### src/rtl/display_scan_7seg.sv
// Four-digit common-anode 7-segment scanner with a shadow register committed once per frame.
// Define LEADING_ZERO_BLANK_EN to blank leading zero digits (digit 0 is always shown).
module display_scan_7seg #(
  parameter int PRESCALE = 50000,
  parameter int CNT_W    = 16
) (
  input  logic        clk,
  input  logic        rst_n,
  input  logic        load,
  input  logic [15:0] value,
  input  logic [3:0]  dp_in,
  output logic [3:0]  AC,
  output logic [6:0]  SEG,
  output logic        DP,
  output logic        frame_done
);

  localparam logic [CNT_W-1:0] CNT_LAST = CNT_W'(PRESCALE - 1);

  logic [CNT_W-1:0] cnt_q, cnt_d;
  logic [1:0]       idx_q, idx_d;
  logic [15:0]      shadow_val_q, shadow_val_d;
  logic [3:0]       shadow_dp_q, shadow_dp_d;
  logic [15:0]      disp_val_q, disp_val_d;
  logic [3:0]       disp_dp_q, disp_dp_d;
  logic             pending_q, pending_d;
  logic [3:0]       ac_q, ac_d;
  logic [6:0]       seg_q, seg_d;
  logic             dp_q, dp_d;
  logic             frame_done_q, frame_done_d;

  logic             slot_end;
  logic             commit;
  logic [3:0]       nibble;
  logic             blank_digit;

  function automatic logic [6:0] decode_hex(input logic [3:0] n);
    logic [6:0] s;
    case (n)
      4'h0:    s = 7'b0000001;
      4'h1:    s = 7'b1001111;
      4'h2:    s = 7'b0010010;
      4'h3:    s = 7'b0000110;
      4'h4:    s = 7'b1001100;
      4'h5:    s = 7'b0100100;
      4'h6:    s = 7'b0100000;
      4'h7:    s = 7'b0001111;
      4'h8:    s = 7'b0000000;
      4'h9:    s = 7'b0000100;
      4'hA:    s = 7'b0001000;
      4'hB:    s = 7'b1100000;
      4'hC:    s = 7'b0110001;
      4'hD:    s = 7'b1000010;
      4'hE:    s = 7'b0110000;
      default: s = 7'b0111000;
    endcase
    return s;
  endfunction

`ifdef LEADING_ZERO_BLANK_EN
  // A digit is a leading zero when it and every more-significant nibble are zero.
  always_comb begin
    blank_digit = 1'b0;
    case (idx_q)
      2'd3:    blank_digit = (disp_val_q[15:12] == 4'h0);
      2'd2:    blank_digit = (disp_val_q[15:8] == 8'h00);
      2'd1:    blank_digit = (disp_val_q[15:4] == 12'h000);
      default: blank_digit = 1'b0;
    endcase
  end
`else
  assign blank_digit = 1'b0;
`endif

  always_comb begin
    slot_end     = (cnt_q == CNT_LAST);
    commit       = slot_end && (idx_q == 2'd3);
    nibble       = disp_val_q[{idx_q, 2'b00} +: 4];

    cnt_d        = slot_end ? '0 : cnt_q + CNT_W'(1);
    idx_d        = slot_end ? idx_q + 2'd1 : idx_q;

    shadow_val_d = shadow_val_q;
    shadow_dp_d  = shadow_dp_q;
    disp_val_d   = disp_val_q;
    disp_dp_d    = disp_dp_q;
    pending_d    = pending_q;

    // Commit reads the pre-edge shadow, so a load on the commit edge waits a frame.
    if (commit && pending_q) begin
      disp_val_d = shadow_val_q;
      disp_dp_d  = shadow_dp_q;
      pending_d  = 1'b0;
    end
    if (load) begin
      shadow_val_d = value;
      shadow_dp_d  = dp_in;
      pending_d    = 1'b1;
    end

    frame_done_d = commit;

    // The last cycle of each slot is followed by one dark cycle to avoid ghosting.
    if (slot_end) begin
      ac_d  = 4'b1111;
      seg_d = 7'h7F;
      dp_d  = 1'b1;
    end else begin
      ac_d  = ~(4'b0001 << idx_q);
      seg_d = blank_digit ? 7'h7F : decode_hex(nibble);
      dp_d  = ~disp_dp_q[idx_q];
    end
  end

  always_ff @(posedge clk) begin
    if (!rst_n) begin
      cnt_q        <= '0;
      idx_q        <= 2'd0;
      shadow_val_q <= 16'h0000;
      shadow_dp_q  <= 4'h0;
      disp_val_q   <= 16'h0000;
      disp_dp_q    <= 4'h0;
      pending_q    <= 1'b0;
      ac_q         <= 4'b1111;
      seg_q        <= 7'h7F;
      dp_q         <= 1'b1;
      frame_done_q <= 1'b0;
    end else begin
      cnt_q        <= cnt_d;
      idx_q        <= idx_d;
      shadow_val_q <= shadow_val_d;
      shadow_dp_q  <= shadow_dp_d;
      disp_val_q   <= disp_val_d;
      disp_dp_q    <= disp_dp_d;
      pending_q    <= pending_d;
      ac_q         <= ac_d;
      seg_q        <= seg_d;
      dp_q         <= dp_d;
      frame_done_q <= frame_done_d;
    end
  end

  assign AC         = ac_q;
  assign SEG        = seg_q;
  assign DP         = dp_q;
  assign frame_done = frame_done_q;

endmodule

### config.mk
export PLATFORM = sky130hd
export DESIGN_NAME = display_scan_7seg
export DESIGN_NICKNAME = d
export VERILOG_FILES = /design/src/rtl/display_scan_7seg.sv
export SDC_FILE = /design/constraint.sdc
export NUM_CORES = 1
export LEC_CHECK = 0
export ABC_AREA = 0
export BUFFER_PORTS_ARGS = -buffer_cell sky130_fd_sc_hd__buf_2
export CORE_MARGIN = 2
export CORE_UTILIZATION = 57
export CTS_CLUSTER_DIAMETER = 200
export DETAILED_ROUTE_END_ITERATION = 7
export PLACE_DENSITY = 0.83
export SLEW_MARGIN = 20
export SYNTH_ARGS = -nofsm -noshare
export SYNTH_HDL_FRONTEND = slang
export SYNTH_SLANG_ARGS = --single-unit
### constraint.sdc
create_clock -name clk -period 2.51 [get_ports clk]
set_input_delay 0.1255 -clock clk [delete_from_list [all_inputs] [get_ports clk]]
set_output_delay 0.1255 -clock clk [all_outputs]
set_load 0.05 [all_outputs]
=== Word-level counts from Yosys, hierarchy flattened ===
Memories as Yosys holds them, arrays and structs flattened. A register that Yosys moved wholly into a read port is not among the register bits.
Cells that the tools add are included.

* Equality and inequality tests: 2
* Order comparisons: 1
* $add $sub $neg: 2
* Mux-type cells: 4
* Reductions and logical operators: 4
* Shift operators: 2
* Bitwise operators: 3

{| class="wikitable"
|+ Operators with widths
! kind !! number
|-
| adder 16 x 1 -> 16 bit (second input constant) || 1
|-
| equality test 16 bit (second input constant) || 1
|-
| indexed part select 16 x 5 -> 4 bit || 1
|-
| NOT 4 bit || 1
|-
| << shifter 1 x 2 -> 4 bit (first input constant) || 1
|-
| less-than comparator 2 x 3 -> 1 bit (second input constant) || 1
|-
| 2-to-1 mux 1 bit || 3
|-
| adder 2 x 1 -> 2 bit (second input constant) || 1
|-
| binary-select mux 1 bit (select 2 bit) || 1
|-
| equality test 2 bit (second input constant) || 1
|-
| logical AND 1 bit || 2
|-
| NOT 1 bit || 2
|-
| nonzero test 2 bit || 1
|-
| OR reduction 2 bit || 1
|}

* Output and inout bits: 13
* Bits of input ports: 23
* Memories kept: 1
* Bits in registers: 65
* Word-level logic and storage cells: 29
* Memory bits (read-only): 112

{| class="wikitable"
|+ Memories
! name !! depth !! bits a word !! read ports !! clocked after Yosys merged registers in !! wr ports !! RTL line !! source
|-
| (name not given) || 16 || 7 || 1 || 1 || 0 || 39 || <nowiki>case (n)</nowiki>
|}

=== Logic depth before layout (Yosys ltp) ===
* Depth in word-level cells: 5
* Gate-level depth with buffers: 8
* Depth with buffers taken out: 7

=== Least setup slack after synthesis ===
No wires, ideal clock.

* Path type: register to register
* Start: register idx_q[0]
* End: register seg_q[6], in the netlist SEG[6]
* Cell stages (with the launch flop): 9
* Path buffers: 1
* Period minus slack after synthesis: 1.910 ns
* Arrival: 1.841 ns
* Slack: 0.600 ns
* Library setup time: 0.069 ns
* Data required time: 2.441 ns
* Path through: dfxtp_1 -> buf_6 -> mux4_2 -> inv_1 -> ha_1 -> nor4b_1 -> nor3_1 -> a22oi_1 -> o21ai_1

* Word-level cells in the longest chain between the ends: 1

{| class="wikitable"
|+ RTL lines
! item !! RTL line !! source
|-
| start: declaration || 21 || <nowiki>logic [1:0] idx_q, idx_d;</nowiki>
|-
| start signal: assignment || 130 || <nowiki>idx_q <= idx_d;</nowiki>
|-
| indexed part select 16 x 5 -> 4 bit || 78 || <nowiki>nibble = disp_val_q[{idx_q, 2'b00} +: 4];</nowiki>
|-
| end: declaration || 28 || <nowiki>logic [6:0] seg_q, seg_d;</nowiki>
|}

Every way passes these cells.
A chain may end at the register's enable or synchronous reset.

=== Worst setup path in the final report ===
Same ends and word-level chain as after synthesis.

==> impl_metrics.py <==
metrics = {
    "run_status": {
        "status": "complete, no violations",
    },
    "placed_design": {
        "hpwl_um": 4020,
        "dp_worst_setup_slack_ns": 0.327,
        "gp_congestion": 0.843,
        "port_buffers": 35,
    },
    "die": {
        "top_level_ports": 36,
        "initial_core_util_pct": 59.8,
        "core_area_um2": 5170,
        "die-area_um2": 6030,
        "die_h_um": 77.7,
        "die_w_um": 77.7,
        "rows": 26,
    },
    "global_routing": {
        "grt.total_usage_pct": 21.4,
        "grt_pass1_vias": 2243,
        "antenna_found_initial": 0,
        "grt_max_degree": 45,
        "grt_pass1_wl_um": 10200,
        "overflow": 0,
    },
    "sta": {
        "hold_viol": 0,
        "worstMarginPinSlew_ns": 0.691,
        "rsz0062_at_grt": "false",
        "slew_headroom_pct": 53.9,
        "skew_ns": 0.00927,
        "tns_ns": 0,
        "finalCritPeriodShare_pct": 88.7,
        "slew_viol_final": 0,
        "finalSetupViolCount": 0,
        "fmax_mhz": 449,
        "period_minus_slack_ns": 2.23,
        "setup_ws_ns": 0.283,
    },
    "worst_setup_path": {
        "path_class": "flip-flop to flip-flop",
        "crit_family": "multiplexers",
        "worst_ep_required_time_ns": 2.79,
        "slowest_delay_ns": 0.64,
        "cp.arrival_ns": 2.51,
        "endpoint_kind": "flip-flop",
        "cp-start-kind": "flip-flop",
        "crit_path_cell_trace": "mux4_2, inv_1, ha_1, nor4b_1, nor3_1, a22oi_1, o21ai_1",
        "path_max_fanout": 9,
        "path_buf_inv": 1,
        "crit_slowest_cell": "mux4_2",
    },
    "clock_network": {
        "postCtsHoldBufs": 0,
        "path_clk_slew_ns": 0.08,
        "cts_buffer_depth": 2,
        "cts_tree": "yes",
        "cts_resized": 0,
        "cts.sinks": 72,
        "cts-root-buf": "clkbuf_8",
        "htree_levels": 3,
        "postCtsSetupRepairBufs": 0,
        "cts_inserted_buffers": 9,
        "clk_latency_ns": 0.35,
    },
    "yosys": {
        "synth_ff_type": "dfxtp_1",
        "yosysTopAreaCellShare_pct": 46.6,
        "ys_types": 38,
        "synth.area.top_cells": "dfxtp_1 (47%), mux2i_1 (8.7%), nor2_1 (5.7%)",
        "synth_largest_area_cell": "dfxtp_1",
        "yosys_warnings": 0,
        "ys_seq_area_share_pct": 46.6,
        "syn-num-nets": 360,
        "ys_async_sr_fraction_pct": 0,
        "synth_seq_cells": 72,
        "synth_edf_count": 0,
        "syn_area_um2": 3090,
        "syn_area_per_cell_um2": 9.48,
        "syn_inst": 326,
    },
    "route": {
        "first_pass_iters": 4,
        "drt_iter0_markers": 86,
        "vias": 2339,
        "postRouteWirelength_um": 5900,
        "final_antenna_net_count": 0,
        "drc": 0,
        "routedWlPerCell_um": 13.7,
        "vias_per_cell": 5.44,
    },
    "power_and_ir_drop": {
        "p_leak_nw": 1.39,
        "switching_share_pct": 22.1,
        "power_frac_seq_pct": 51.5,
        "clock_power_share_pct": 43.5,
        "p_total_mw": 2.31,
        "power_density_nw_per_um2": 660,
        "peakVddDrop_mv": 0.495,
        "switchingPower_mw": 0.510,
        "pwr-share-comb_pct": 5.0,
        "internal-power_mw": 1.80,
    },
    "layout": {
        "final_util_pct": 67.5,
        "num_antenna_cells": 0,
        "layout-drive-gt1-share_pct": 18.3,
        "fin_nets": 390,
        "syn2layout_area_growth_pct": 13.0,
    },
    "hold_path": {
        "hp-class": "input pin to flip-flop",
    },
    "run": {
        "drv_cap": 0,
    },
}
[final timing paths]
check        slack, ns      from  cells past startpoint              end
max reg2reg       0.28  idx_q[0]                      7           SEG[6]
max               0.28  idx_q[0]                      7           SEG[6]
min               0.01  value[7]                      3  shadow_val_q[7]
min reg2reg       0.44  cnt_q[0]                      1         cnt_q[0]
[Yosys cell counts (2+ instances only)]
master and n:
and4_1 3, nor3_1 3, inv_1 5, a21o_1 2
and2_1 5, nor2_1 47, mux2i_1 27, a21oi_1 22
ha_1 11, buf_4 3, nor4b_1 5, buf_2 7
nand2_2 2, buf_6 2, and3_1 2, clkbuf_1 8
xnor2_1 7, a31oi_1 3, nand2_1 32, nand4_1 7
xor2_1 11, o21ai_0 17, nand3_1 2, dfxtp_1 72
o21ai_1 4, mux4_2 5
[layout make-up]
| cell class | instances | area (um2) |
|---|---|---|
| multi-input cells | 228 | 1520 |
| clock buffers | 10 | 138 |
| fillers | 413 | 1680 |
| repair buffers | 39 | 205 |
| clock inverters | 5 | 81.3 |
| flip-flops and latches | 72 | 1440 |
| inverters | 6 | 22.5 |
| well taps | 70 | 87.6 |
[routing by layer]
metal  track usage, %  vias up  share of wire (%)
met4             9.29        0                1.7
met2             35.2       64                 49
met5                0        -                  0
li1                 -     1173                  -
met3             6.05       10                5.1
met1             26.3     1092                 45
[flip-flops by register name, indices dropped and copies added (netlist names)]
name	cells
shadow_dp_q	4
disp_dp_q	4
shadow_val_q	16
disp_val_q	16
AC	4
DP	1
SEG	7
pending_q	1
idx_q	2
cnt_q	16
frame_done	1
[through the flow]
stage	instance area, um2	cells	hold slack, ns
finish	3490	430	0.0121
global route	3490	430	0.00351
CTS	3490	430	0.00271
detailed placement	3270	415	0.370
global placement	3270	415	0.358
floorplan	3090	326	0.271
[worst register-to-register path: cells and delay by family, from the launching register on]
family	cells	cell delay, ns
muxes	1	0.65
DFF	1	0.56
and+or+nand+nor	2	0.31
adders and majority gates	1	0.27
AOI/OAI and AO/OA	2	0.21
buffers and inverters	1	0.16
[power groups by stage]
stage / clock [mW] / sequential, mW / combinational [mW]
5_1_grt: 1.08 / 1.19 / 0.126
6_report: 1.00 / 1.19 / 0.115
3_3_place_gp: 0 / 1.21 / 0.112
2_1_floorplan: 0 / 1.23 / 0.0630
4_1_cts: 1.02 / 1.19 / 0.116
3_5_place_dp: 0 / 1.21 / 0.116
[logic make-up (layout without fill, tap and decap cells)]
kind of cell / count (synthesis) / after routing / share of synthesized area, %
buffers and inverters: 26 / 60 / 4.29
XOR/XNOR: 18 / 18 / 5.10
flip-flops: 72 / 72 / 46.6
multiplexers: 32 / 32 / 12.4
adder cells (fa/ha/maj): 11 / 11 / 4.45
AND/OR/NAND/NOR: 115 / 115 / 17.9
AO/OA/AOI/OAI: 52 / 52 / 9.23
[layout by cell type (no fill, tap or decap), types with 2 or more instances in the layout]
master | synthesis | final
bufinv_16 | 0 | 2
mux4_2 | 5 | 5
o21ai_0 | 17 | 17
buf_2 | 7 | 35
xnor2_1 | 7 | 7
clkbuf_8 | 0 | 10
o21ai_1 | 4 | 4
nand4_1 | 7 | 7
inv_1 | 5 | 5
buf_4 | 3 | 4
nand3_1 | 2 | 2
dfxtp_1 | 72 | 72
nor2_1 | 47 | 47
nand2_1 | 32 | 32
nor4b_1 | 5 | 5
and4_1 | 3 | 3
mux2i_1 | 27 | 27
and2_1 | 5 | 5
xor2_1 | 11 | 11
ha_1 | 11 | 11
a31oi_1 | 3 | 3
a21oi_1 | 22 | 22
nor3_1 | 3 | 3
and3_1 | 2 | 2
nand2_2 | 2 | 2
a21o_1 | 2 | 2
(Power assumes the default switching activity.)
